--- config.mk ---
export PLATFORM = sky130hd
export DESIGN_NAME = msg_framer_1553
export DESIGN_NICKNAME = d
export VERILOG_FILES = /design/src/rtl/msg_framer_1553.sv
export SDC_FILE = /design/constraint.sdc
export NUM_CORES = 1
export LEC_CHECK = 0
export CORE_ASPECT_RATIO = 0.9
export CORE_UTILIZATION = 50
export CTS_BUF_LIST = sky130_fd_sc_hd__clkbuf_8
export DETAILED_ROUTE_END_ITERATION = 7
export PLACE_DENSITY_LB_ADDON = 0.12
export SYNTH_ARGS = -nofsm -noshare
export SYNTH_HDL_FRONTEND = slang
export SYNTH_SLANG_ARGS = --single-unit
--- constraint.sdc ---
create_clock -name dec_clk -period 2.3 [get_ports dec_clk]
set_input_delay 0.46 -clock dec_clk [delete_from_list [all_inputs] [get_ports dec_clk]]
set_output_delay 0.46 -clock dec_clk [all_outputs]
set_load 0.05 [all_outputs]
--- src/rtl/msg_framer_1553.sv ---
// msg_framer_1553: groups decoded 1553 words into tagged FIFO messages with RT filtering and error markers.
// Optional: define BCAST_EN to accept RT address 31 as broadcast.
module msg_framer_1553 #(
  parameter int GAP_CYCLES = 200,
  parameter int CNT_W = 16
) (
  input  logic             dec_clk,
  input  logic             rst_n,
  input  logic [15:0]      rx_dword,
  input  logic             rx_dval,
  input  logic             rx_csw,
  input  logic             rx_dw,
  input  logic             rx_perr,
  input  logic [4:0]       rt_addr,
  input  logic             fifo_full,
  output logic             fifo_wren,
  output logic [19:0]      fifo_din,
  output logic             msg_done,
  output logic             msg_err,
  output logic [2:0]       err_code,
  output logic [CNT_W-1:0] msg_cnt
);
  localparam int GW = $clog2(GAP_CYCLES + 1);
  typedef enum logic [1:0] {IDLE, DATA, IGNORE, ERRW} state_t;
  state_t state;
  logic [GW-1:0] gap;
  logic [5:0] left, nexp;
  logic [15:0] held, cmd;
  logic pend, bcast, match, mode;
  // a superseding command is parked in held and replayed once its marker is out
  assign cmd = pend ? held : rx_dword;
`ifdef BCAST_EN
  assign bcast = cmd[15:11] == 5'd31;
`else
  assign bcast = 1'b0;
`endif
  assign match = cmd[15:11] == rt_addr || bcast;
  assign mode = cmd[9:5] == 5'd0 || cmd[9:5] == 5'd31;
  assign nexp = cmd[10] ? 6'd0 : mode ? {5'd0, cmd[4]} : {cmd[4:0] == 5'd0, cmd[4:0]};
  always_ff @(posedge dec_clk or negedge rst_n)
    if (!rst_n) begin
      state <= IDLE;
      gap <= '0;
      left <= '0;
      held <= '0;
      pend <= 1'b0;
      fifo_wren <= 1'b0;
      fifo_din <= '0;
      msg_done <= 1'b0;
      msg_err <= 1'b0;
      err_code <= '0;
      msg_cnt <= '0;
    end else begin
      fifo_wren <= 1'b0;
      msg_done <= 1'b0;
      msg_err <= 1'b0;
      gap <= (rx_dval || state != DATA) ? '0 : gap + 1'b1;
      case (state)
        IDLE, IGNORE:
          if (pend || (rx_dval && rx_csw && !rx_perr)) begin
            pend <= 1'b0;
            if (!match) state <= IGNORE;
            else if (bcast && cmd[10]) begin
              state <= ERRW;
              err_code <= 3'd3;
            end else if (fifo_full) begin
              state <= ERRW;
              err_code <= 3'd4;
            end else begin
              fifo_wren <= 1'b1;
              fifo_din <= {nexp == 6'd0, 3'b110, cmd};
              left <= nexp;
              state <= nexp == 6'd0 ? IDLE : DATA;
              if (nexp == 6'd0) begin
                msg_done <= 1'b1;
                msg_cnt <= msg_cnt + 1'b1;
              end
            end
          end else if (rx_dval && state == IDLE && (rx_perr || rx_dw)) begin
            state <= ERRW;
            err_code <= rx_perr ? 3'd1 : 3'd3;
          end
        DATA:
          if (rx_dval && rx_perr) begin
            state <= ERRW;
            err_code <= 3'd1;
          end else if (rx_dval && rx_csw) begin
            state <= ERRW;
            err_code <= 3'd5;
            held <= rx_dword;
          end else if (rx_dval && rx_dw) begin
            if (fifo_full) begin
              state <= ERRW;
              err_code <= 3'd4;
            end else begin
              fifo_wren <= 1'b1;
              fifo_din <= {left == 6'd1, 3'b001, rx_dword};
              left <= left - 1'b1;
              if (left == 6'd1) begin
                state <= IDLE;
                msg_done <= 1'b1;
                msg_cnt <= msg_cnt + 1'b1;
              end
            end
          end else if (gap == GW'(GAP_CYCLES)) begin
            state <= ERRW;
            err_code <= 3'd2;
          end
        ERRW:
          if (!fifo_full) begin
            fifo_wren <= 1'b1;
            msg_err <= 1'b1;
            fifo_din <= {4'b0011, 13'd0, err_code};
            state <= err_code == 3'd1 ? IGNORE : IDLE;
            pend <= err_code == 3'd5;
          end
      endcase
    end
endmodule

# == Word level (Yosys, flattened, before mapping) ==
# Cells that the tools add are included.
# word_totals
output_inout_bits,42
ff_bits,75
# op_classes
n_eq_ne,24
mux,76
n_addsub,3
bitwise,1
n_reduce_logical,25
# op_table
operator,n
16-bit 2-to-1 mux,10
20-bit 2-to-1 mux,8
20-bit case mux with 3 select lines,1
6-bit 2-to-1 mux,9
16-bit case mux with 2 select lines,1
2-bit 2-to-1 mux,13
3-bit 2-to-1 mux,8
2-bit inequality test (second input constant),10
1-bit 2-to-1 mux,19
16-bit by 1-bit adder with 16-bit output (second input constant),1
8-bit AND reduction,2
6-bit case mux with 2 select lines,1
5-bit zero test,2
10-bit AND reduction,1
8-bit by 1-bit adder with 8-bit output (second input constant),1
8-bit equality test (second input constant),1
8-bit 2-to-1 mux,1
4-bit AND reduction,2
6-bit by 1-bit equality test with 1-bit output (second input constant),1
1-bit logical AND,6
6-bit zero test,1
3-bit inequality test (second input constant),2
6-bit inequality test (second input constant),1
2-bit case mux with 3 select lines,1
19 further kinds,26

# == Depth between registers and ports, before layout ==
# Gate-level depths: netlist of run 1.
# logic_depth
ltp_word,11
ltp_mapped,9
ltp_nobuf,8

# == Least setup slack after synthesis of run 1 ==
# No wires, ideal clock.
# synth_path
path_type,register -> register
from,register state[0]
to,register fifo_din[10]
synth_period_minus_slack_ns,2.135
required_time_ns,2.172
path_slack_ns,0.165
t_arrival_ns,2.007
stages_incl_launch_ff,9
cell_sequence,dfrtp_1 -> clkbuf_1 -> nor2b_1 -> and4_1 -> buf_2 -> or2_1 -> a21oi_1 -> buf_2 -> mux2_1
# synth_between
elab_chain_cells,4
word_cells_on_any_way,15
# synth_rtl
item,line,text
start: declaration,25,state_t state;
start signal: assignment,73,state <= nexp == 6'd0 ? IDLE : DATA;
start signal: assignment,114,state <= err_code == 3'd1 ? IGNORE : IDLE;
2-bit equality test / 2-bit zero test (equally long branches),58,case (state)
2-bit OR reduction,58,
2-bit inequality test (no source line),--,
8-bit AND reduction (no source line),--,
end signal: assignment,71,"fifo_din <= {nexp == 6'd0, 3'b110, cmd};"
end signal: assignment,97,"fifo_din <= {left == 6'd1, 3'b001, rx_dword};"
end signal: assignment,113,"fifo_din <= {4'b0011, 13'd0, err_code};"
end: declaration,17,"output logic [19:0] fifo_din,"
# Several ways; a longest one is shown, not always the timed one.
# A chain may end at the register's enable or synchronous reset.

# == Final worst setup path of run 1 ==
# layout_path
from,input port rx_dval
to,register msg_cnt[7]
# layout_between
elab_chain_cells,5
word_cells_on_any_way,10
# layout_rtl
item,line,text
start: declaration,10,"input logic rx_dval,"
1-bit logical AND,"60, 87",
1-bit logical AND,60,if (pend || (rx_dval && rx_csw && !rx_perr)) begin
1-bit logical OR,60,
2-bit inequality test (no source line),--,
10-bit AND reduction (no source line) (*),--,
end signal: assignment,76,msg_cnt <= msg_cnt + 1'b1;
end signal: assignment,102,msg_cnt <= msg_cnt + 1'b1;
end: declaration,21,output logic [CNT_W-1:0] msg_cnt
# Mark *: on every way between the ends. The rest lies on a longest branch, timed or not.

==> results_dict.tcl, run 1 <==
set metrics [dict create \
    run_status "completed" \
    fp.dieH_um 87.44 \
    setup-violations-final 0 \
    initial_core_util 0.5270 \
    r2r_setup_slack_ns 0.08 \
    rsz0062_at_grt "true" \
    cts_tree "built" \
    multi_input_area_sq_mm 0.002091 \
    ys.warnings.count 0 \
    dp_cells 600 \
    clk_pin_slew_ns 0.08 \
    r2r_cells 9 \
    htreeDepth 3 \
    p_per_area_mw_per_mm2 1064 \
    final_cells 621 \
    swShare 0.3975 \
    r2r_start "pend" \
    criticalPathCategory "primary input to flop" \
    fp.dieArea_sq_mm 0.008475 \
    async_flop_share 1.000 \
    firstDrtPassIters 5 \
    final_nets 553 \
    fin_crit_ns 2.244 \
    grt_pass1_vias 3458 \
    crit_fanout 13 \
    antenna_found_initial 0 \
    port_buffers 69 \
    synth_ff_type "dfrtp_1" \
    worst_skew_pair.late_latency_ns 0.34 \
    totalWireLength_um 10430 \
    design_area_sq_mm 0.005610 \
    core_area_sq_mm 0.007695 \
    hpwl_um 7605 \
    synth_edf_count 0 \
    power_switching_w 0.002374 \
    vias 3509 \
    drv_cap 0 \
    p_seq_frac 0.327 \
    grt_pass1_wl_um 16950 \
    grtUsageTotal 0.2552 \
    placed_area_sq_mm 0.005248 \
    syn_area_sq_mm 0.004055 \
    viasPerCell 5.651 \
    area_delta_synth_final_pct 38.35 \
    synth-seq-cells 75 \
    pin_count 70 \
    wl_per_cell_um 16.80 \
    ant_nets 0 \
    diodes 0 \
    clock_skew_ns 0.005893 \
    hold_viol_final 0 \
    cp_data_required_time_ns 2.56 \
    critPathLaunchType "primary input" \
    synth_cell_types 58 \
    dieWidth_um 96.93 \
    slew_headroom 0.6414 \
    seq_area_sq_mm 0.001878 \
    grt_overflow 0 \
    clkPwrFrac 0.209 \
    period_share 0.9757 \
    hold_path.class "primary input to asynchronous set/reset pin" \
    p_leak_nw 2.526 \
    power_w 0.005972 \
    ir_worst_vdd_v 0.0008930 \
    drv_slew 0 \
    gp_congestion 0.8970 \
    drc 0 \
    root_buffer "clkbuf_8" \
    clock-sinks 75 \
    seq_area_frac_synth 0.4628 \
    internal-power_w 0.003598 \
    drive_gt1_frac 0.2305 \
    grt_max_degree 41 \
    cts_buffer_depth 2 \
    fmax_ghz 0.4456 \
    critPathArrivalTime_ns 2.51 \
    holdWs_ns 0.09630 \
    syn_inst 398 \
    fillers 536 \
    syn_nets 431 \
    synth_area_per_cell_sq_um 10.19 \
    cts_buffers 9 \
    fp-row-count 30 \
    drtIter0Drc 229 \
    worst_pin_slew_ns 0.5379 \
    cts_hold_buffers 0 \
    combPwrFrac 0.465 \
    setup.worst_path.end_class "flop" \
    rr_endpoint "msg_cnt[7]" \
]
-- per-layer routing --
| layer | vias to the layer above | GRT usage | share of wire |
|---|---|---|---|
| met4 | 0 | 0.07463 | 0.015 |
| met3 | 13 | 0.05698 | 0.057 |
| met2 | 123 | 0.4149 | 0.47 |
| met1 | 1701 | 0.3453 | 0.46 |
| li1 | 1672 | - | - |
| met5 | - | 0 | 0 |
-- kinds of logic (layout without fill, tap and decap cells) --
family,Yosys count,in the layout,synth area share
multiplexers,52,52,0.1382
buffers and inverters,37,164,0.03765
XOR/XNOR,26,26,0.05616
AND/OR/NAND/NOR,124,124,0.1595
flip-flops,75,75,0.4628
AO/OA/AOI/OAI,79,79,0.1302
adder cells (fa/ha/maj),5,5,0.01543
-- how the worst max path moves through the flow --
stage	start	endpoint	slack, ns	cells past startpoint
5_1_grt	rx_perr	msg_cnt[2]	-0.03	10
3_5_place_dp	rx_dval	msg_cnt[9]	-0.43	9
3_3_place_gp	rx_dval	msg_cnt[9]	-0.31	9
2_1_floorplan	state[0]	fifo_din[10]	0.17	8
6_report	rx_dval	msg_cnt[7]	0.06	9
4_1_cts	rx_dval	msg_cnt[9]	0.03	9
-- flip-flops by register name, summed over array words and instances (netlist names) --
register and flops:
err_code 3, fifo_din 20, fifo_wren 1, gap 8
held 16, left 6, msg_cnt 16, msg_done 1
msg_err 1, pend 1, state 2
-- synthesized netlist by cell type, types with 3 or more instances --
library cell	number	area (sq um)
clkbuf_1	10	37.54
nor2b_1	3	18.77
nor4_1	3	18.77
a211oi_1	3	22.52
mux2_1	11	123.9
mux2_2	21	236.5
inv_1	16	60.06
or3_1	4	25.02
nor2_1	31	116.4
ha_1	5	62.56
nand3_1	14	70.07
nor3_1	6	30.03
o21ai_0	20	100.1
nor4b_1	3	26.28
nand2b_1	4	25.02
and3_1	3	18.77
and4_1	3	26.28
mux2i_1	20	200.2
dfrtp_1	75	1877
o21ai_1	8	40.04
nand2_1	31	116.4
a211oi_2	3	37.54
a22o_1	3	26.28
a21boi_1	3	22.52
o22ai_1	4	25.02
buf_2	8	40.04
nand4_1	7	43.79
xnor2_1	6	52.55
a21oi_1	16	80.08
xor2_1	20	175.2
-- cells in the final DEF (no fill, tap or decap), types with 4 or more instances in the layout --
master           count
nand4_1              7
or3_1                4
xnor2_1              5
inv_1               16
nand2b_1             4
nor2_1              31
buf_4               60
clkbuf_8            10
o21ai_0             20
mux2i_1             17
o21ai_1              8
nand2_1             31
mux2_2              21
mux2_1              11
buf_12               4
nand3_1             14
nor3_1               6
dfrtp_1             74
xor2_1              20
clkdlybuf4s50_1     68
ha_1                 5
o22ai_1              4
a21oi_1             15
-- power groups by stage --
| stage | Clock [W] | Sequential, W | Combinational (W) |
|---|---|---|---|
| floorplan | 0 | 0.00248 | 0.00115 |
| global placement | 0 | 0.00194 | 0.00261 |
| detailed placement | 0 | 0.00196 | 0.00266 |
| CTS | 0.00128 | 0.00194 | 0.00268 |
| global route | 0.00133 | 0.00199 | 0.00297 |
| finish | 0.00125 | 0.00195 | 0.00278 |
-- worst max-delay path: stages --
cell and delay, ns:
clkdlybuf4s50_1 0.48, and3b_2 0.26, o21bai_2 0.11, nor4_4 0.31, buf_4 0.16, o211ai_2 0.09, buf_12 0.17, a211oi_1 0.26
xor2_1 0.20
-- per-stage QoR --
step | setup WS [ns] | util | setup TNS (ns)
5_1_grt | -0.03012 | 0.7291 | -0.08677
3_3_place_gp | -0.3143 | 0.6820 | -7.199
3_5_place_dp | -0.4309 | 0.6820 | -10.18
4_1_cts | 0.02753 | 0.7169 | 0
2_1_floorplan | 0.1652 | - | 0
6_report | 0.05592 | 0.7291 | 0
-- layout make-up --
type | count | area share
clock buffer | 10 | 0.02453
multi-input combinational | 286 | 0.3727
timing repair buffer | 132 | 0.2159
inverter | 16 | 0.01070
clock inverter | 6 | 0.02007
tap | 96 | 0.02141
sequential | 75 | 0.3347
-- what timing repair did --
item / 4_1_cts / 5_1_grt
gates resized for setup: 4 / 9
buffers inserted: 0 / 5
pin swaps: 0 / 2
setup endpoints to repair: 8 / 18
(Power assumes the default switching activity.)
==> run 2: changes to the inputs <==
--- a/config.mk
+++ b/config.mk
@@ -6,7 +6,7 @@
 export NUM_CORES = 1
 export LEC_CHECK = 0
 export CORE_ASPECT_RATIO = 0.9
-export CORE_UTILIZATION = 50
+export CORE_UTILIZATION = 37
 export CTS_BUF_LIST = sky130_fd_sc_hd__clkbuf_8
 export DETAILED_ROUTE_END_ITERATION = 7
 export PLACE_DENSITY_LB_ADDON = 0.12
==> constraint.sdc (replaced) <==
create_clock -name dec_clk -period 2.39 [get_ports dec_clk]
set_input_delay 0.478 -clock dec_clk [delete_from_list [all_inputs] [get_ports dec_clk]]
set_output_delay 0.478 -clock dec_clk [all_outputs]
set_load 0.05 [all_outputs]
==> run 2 against run 1 <==
  * The run now ends with design-rule violations left
  * Critical path type is now flop to flop
  * Highest routed layer unchanged
  * Largest power group unchanged
  * Clock power fell by 23%
  * Critical endpoint is now msg_cnt[9]
  * Die area rose by 34%
  * Largest cell class unchanged
  * Final area fell by 0.33%
==> results_dict.tcl, run 2 (synthesis results as in run 1) <==
set metrics [dict create \
    drv_slew 0 \
    hold_viol_final 0 \
    criticalPathCategory "flop to flop" \
    cpPeakStageDelay_ns 0.38 \
    ir_worst_vdd_v 0.0007138 \
    grt_pass1_vias 3348 \
    area_delta_synth_final_pct 37.89 \
    rr_endpoint "msg_cnt[9]" \
    clk_pin_slew_ns 0.08 \
    grt_max_degree 47 \
    most-common-layout-cells "dfrtp_1, clkdlybuf4s50_1, buf_4" \
    timing.critical_path.buf_inv 2 \
    initial_core_util 0.3874 \
    drc 5 \
    seq_area_sq_mm 0.001877 \
    wl_per_cell_um 15.59 \
    fp.dieArea_sq_mm 0.01138 \
    firstDrtPassIters 6 \
    p_per_area_mw_per_mm2 977.8 \
    grt_pass1_wl_um 17190 \
    vias 3392 \
    gp_congestion 0.8254 \
    finalSetupTns_ns 0 \
    violations "design-rule violations" \
    fillers 960 \
    ant_nets 0 \
    path_cells "buf_12 > mux2i_2 > xnor2_1 > nor3_4 > o211ai_2 > buf_12 > a2111oi_4 > xor2_1" \
    slew_headroom 0.6518 \
    pin_count 70 \
    core_area_sq_mm 0.01047 \
    root_buffer "clkbuf_8" \
    hold_path.class "primary input to asynchronous set/reset pin" \
    grtUsageTotal 0.1934 \
    fp.dieH_um 101.3 \
    dieWidth_um 112.4 \
    period_share 0.9526 \
    r2r_cells 8 \
    critPathArrivalTime_ns 2.56 \
    run_status "finished with violations" \
    final_common_cell "dfrtp_1" \
    slowest_stage "dfrtp_1" \
    multi_input_area_sq_mm 0.002072 \
    worst_skew_pair.late_latency_ns 0.35 \
    totalWireLength_um 10190 \
    cts_buffer_depth 2 \
    fmax_ghz 0.4392 \
    clock-sinks 75 \
    clock_skew_ns 0.007317 \
    hpwl_um 7516 \
    largest-register "fifo_din" \
    port_buffers 69 \
    final_nets 553 \
    cts_buffers 9 \
    r2r_setup_slack_ns 0.11 \
    viasPerCell 5.187 \
    grt_overflow 0 \
    worst_pin_slew_ns 0.5207 \
    fin_crit_ns 2.277 \
    fp-row-count 35 \
    drtIter0Drc 161 \
    htreeDepth 3 \
    holdWs_ns 0.05167 \
    top_regs "fifo_din x20, held x16, msg_cnt x16" \
    r2r_start "pend" \
    setup-violations-final 0 \
    crit_fanout 22 \
    drive_gt1_frac 0.2210 \
    design_area_sq_mm 0.005592 \
    cts_tree "built" \
    critPathLaunchType "flop" \
    cpLargestDelayFamily "compound AO/OA/AOI/OAI gates" \
    placed_area_sq_mm 0.005344 \
    diodes 0 \
    largest_reg_flops 20 \
    drv_cap 0 \
    setup.worst_path.end_class "flop" \
    cp_data_required_time_ns 2.67 \
    cp_common_cell "buf_12" \
    p_leak_nw 2.497 \
    antenna_found_initial 0 \
]
[run 2: worst register-to-register path: stages (launching register included)]
cell and delay, ns:
dfrtp_1 0.38, buf_12 0.19, mux2i_2 0.30, xnor2_1 0.15, nor3_4 0.34, o211ai_2 0.19
buf_12 0.18, a2111oi_4 0.30, xor2_1 0.18
[run 2: final cells by class]
| cell class | count | share of cell area |
|---|---|---|
| timing repair buffer | 132 | 0.2188 |
| tap | 129 | 0.02887 |
| clock buffer | 12 | 0.02954 |
| sequential | 75 | 0.3356 |
| inverter | 16 | 0.01074 |
| multi-input combinational | 286 | 0.3706 |
| clock inverter | 4 | 0.005818 |
[run 2: repair_timing]
| item | CTS | global route |
|---|---|---|
| buffers inserted | 0 | 1 |
| gates resized for setup | 0 | 8 |
| endpoints found under the setup margin | 0 | 9 |
| hold buffers | 0 | 0 |
[run 2: worst max-delay path by stage]
stage                     cells after the start      endpoint         start  slack [ns]
final                                         8    msg_cnt[9]          pend        0.11
after floorplan                               8  fifo_din[10]      state[0]        0.26
after detailed placement                      9      state[0]       rx_perr       -0.21
after global routing                          8    msg_cnt[9]          pend      -0.008
after global placement                        8    msg_cnt[9]  rx_dword[12]       -0.17
after CTS                                     8    msg_cnt[9]          pend        0.07
[run 2: stage by stage]
stage	instances	worst slack [ns]	power, W	util
5_1_grt	654	-0.007537	0.005808	0.5343
4_1_cts	653	0.06910	0.005478	0.5295
6_report	654	0.1134	0.005467	0.5343
3_5_place_dp	637	-0.2058	0.004495	0.5106
2_1_floorplan	398	0.2552	0.003491	-
3_3_place_gp	637	-0.1705	0.004460	0.5106
[run 2: metal layers]
metal | routed length [um] | track usage | up-vias
met5 | 0 | 0 | -
met3 | 484 | 0.05087 | 9
li1 | - | - | 1660
met2 | 4490 | 0.3000 | 80
met4 | 106 | 0.04615 | 0
met1 | 5113 | 0.2714 | 1643
[run 2: power breakdown]
group          switching (W)  internal [W]
Combinational        0.00150       0.00113
Clock               0.000493      0.000468
Sequential          0.000277       0.00160
==> run 3: changes to the inputs <==
--- a/config.mk
+++ b/config.mk
@@ -6,7 +6,7 @@
 export NUM_CORES = 1
 export LEC_CHECK = 0
 export CORE_ASPECT_RATIO = 0.9
-export CORE_UTILIZATION = 37
+export CORE_UTILIZATION = 50
 export CTS_BUF_LIST = sky130_fd_sc_hd__clkbuf_8
 export DETAILED_ROUTE_END_ITERATION = 7
 export PLACE_DENSITY_LB_ADDON = 0.12
==> run 3 against run 2 <==
  * The flow now finishes without violations
  * Maximum frequency up 2.1%
  * Sequential share of layout area up 0.93 points
  * Combinational power down 2%
  * Routed wire length down 1.8%
  * Flip-flop and latch count unchanged
  * Sequential power about the same
  * Via count up 0.53%
  * Worst setup slack better by 0.046 ns
  * Global-route usage up 6.2 points
  * Critical path type is now primary input to flop
  * Critical endpoint unchanged
==> results_dict.tcl, run 3 (synthesis results as in run 1) <==
set metrics [dict create \
    pin_count 70 \
    final_common_cell "dfrtp_1" \
    cp_data_required_time_ns 2.69 \
    drive_gt1_frac 0.2111 \
    diodes 0 \
    r2r_start "left[1]" \
    top_regs "fifo_din x20, held x16, msg_cnt x16" \
    clkPwrFrac 0.170 \
    cpLargestDelayFamily "buffers and inverters" \
    area_delta_synth_final_pct 34.28 \
    clk_pin_slew_ns 0.09 \
    cts_buffers 9 \
    power_switching_w 0.002271 \
    drc 0 \
    p_per_area_mw_per_mm2 983.0 \
    fp.dieH_um 87.44 \
    hold_path.class "primary input to asynchronous set/reset pin" \
    vias 3410 \
    r2r_setup_slack_ns 0.19 \
    ir_worst_vdd_v 0.0008122 \
    final_util 0.7076 \
    fmax_ghz 0.4483 \
    root_buffer "clkbuf_8" \
    p_seq_frac 0.346 \
    combPwrFrac 0.484 \
    wl_per_cell_um 16.23 \
    period_share 0.9334 \
    cpPeakStageDelay_ns 0.47 \
    rsz0062_at_grt "false" \
    fin_ws_ns 0.1593 \
    critPathLaunchType "primary input" \
    setup.worst_path.end_class "flop" \
    r2r_cells 8 \
    firstDrtPassIters 6 \
    fin_crit_ns 2.231 \
    initial_core_util 0.5270 \
    grt_pass1_vias 3367 \
    criticalPathCategory "primary input to flop" \
    largest_reg_flops 20 \
    drv_slew 0 \
    antenna_found_initial 0 \
    clock_skew_ns 0.01201 \
    run_status "completed" \
    hold_viol_final 0 \
    fp-row-count 30 \
    fp.dieArea_sq_mm 0.008475 \
    drv_cap 0 \
    grt_max_degree 40 \
    swShare 0.4242 \
    slew_headroom 0.6378 \
    dieWidth_um 96.93 \
    core_area_sq_mm 0.007695 \
    timing.critical_path.buf_inv 3 \
    clock-sinks 75 \
    rr_endpoint "state[1]" \
    totalWireLength_um 10010 \
    grt_overflow 0 \
    hpwl_um 7462 \
    crit_fanout 13 \
    p_leak_nw 2.445 \
    grtUsageTotal 0.2558 \
    worst_pin_slew_ns 0.5416 \
    most-common-layout-cells "dfrtp_1, clkdlybuf4s50_1, buf_4" \
    cts_buffer_depth 2 \
    viasPerCell 5.527 \
    slowest_stage "clkdlybuf4s50_1" \
    path_cells "clkdlybuf4s50_1 > and3b_2 > o21bai_2 > nor4_4 > buf_4 > o211ai_2 > buf_12 > a2111oi_4 > xor2_1" \
    placed_area_sq_mm 0.005213 \
    setup-violations-final 0 \
    cts_tree "built" \
    largest-register "fifo_din" \
    internal-power_w 0.003082 \
    final_nets 549 \
    drtIter0Drc 153 \
    critPathArrivalTime_ns 2.53 \
    htreeDepth 3 \
    worst_skew_pair.late_latency_ns 0.37 \
    grt_pass1_wl_um 16770 \
    gp_congestion 0.9074 \
    port_buffers 69 \
    ant_nets 0 \
    preCtsSetupSlack_ns -0.3320 \
    design_area_sq_mm 0.005445 \
]
[run 3: power by group through the flow]
stage	Sequential, W	Clock, W	Combinational [W]
after floorplan	0.00239	0	0.00111
after global placement	0.00186	0	0.00249
after detailed placement	0.00189	0	0.00254
after CTS	0.00186	0.000943	0.00255
after global routing	0.00190	0.000991	0.00278
final	0.00185	0.000908	0.00259
[run 3: per-layer routing]
metal / global-route usage / vias up / share of wire
met2: 0.3918 / 116 / 0.45
met3: 0.06340 / 17 / 0.053
met5: 0 / - / 0
li1: - / 1660 / -
met1: 0.3563 / 1617 / 0.48
met4: 0.08820 / 0 / 0.016
[run 3: cell type report]
cell class,count,area (sq um)
well taps,96,120.1
multi-input cells,286,2048
fillers,619,2250
inverters,16,60.06
clock buffers,9,123.9
clock inverters,7,58.81
repair buffers,128,1156
flip-flops and latches,75,1878
[run 3: worst reg2reg max path, cell delays in order (launching register included)]
cell and delay [ns]:
dfrtp_1 0.38, inv_1 0.10, ha_1 0.15, nor4b_1 0.45
nand2_1 0.19, nor3_1 0.22, o21ai_1 0.14, buf_4 0.16
o32a_1 0.33
[run 3: timing repair]
action	in CTS	in global routing
hold buffers	0	0
gates cloned	0	0
resized for setup	1	4
buffers inserted	0	4
endpoints found under the setup margin	5	9
pin swaps	0	1
[run 3: worst max-delay path by stage]
stage / startpoint / to / depth (start not counted) / slack, ns
after global routing: rx_perr / state[0] / 9 / 0.01
after detailed placement: rx_csw / msg_cnt[9] / 9 / -0.33
after CTS: rx_csw / msg_cnt[9] / 9 / 0.02
after global placement: rx_dval / msg_cnt[9] / 9 / -0.24
final: rx_dval / msg_cnt[9] / 9 / 0.16
after floorplan: state[0] / fifo_din[10] / 8 / 0.26
[run 3: metrics by stage]
stage	hold WS, ns	std cells	TNS (ns)	power, W
after CTS	0.08834	613	0	0.005351
after global routing	0.1221	617	0	0.005676
after detailed placement	0.4625	597	-6.519	0.004423
after global placement	0.4579	597	-4.110	0.004359
after floorplan	0.1824	398	0	0.003491
final	0.08259	617	0	0.005352
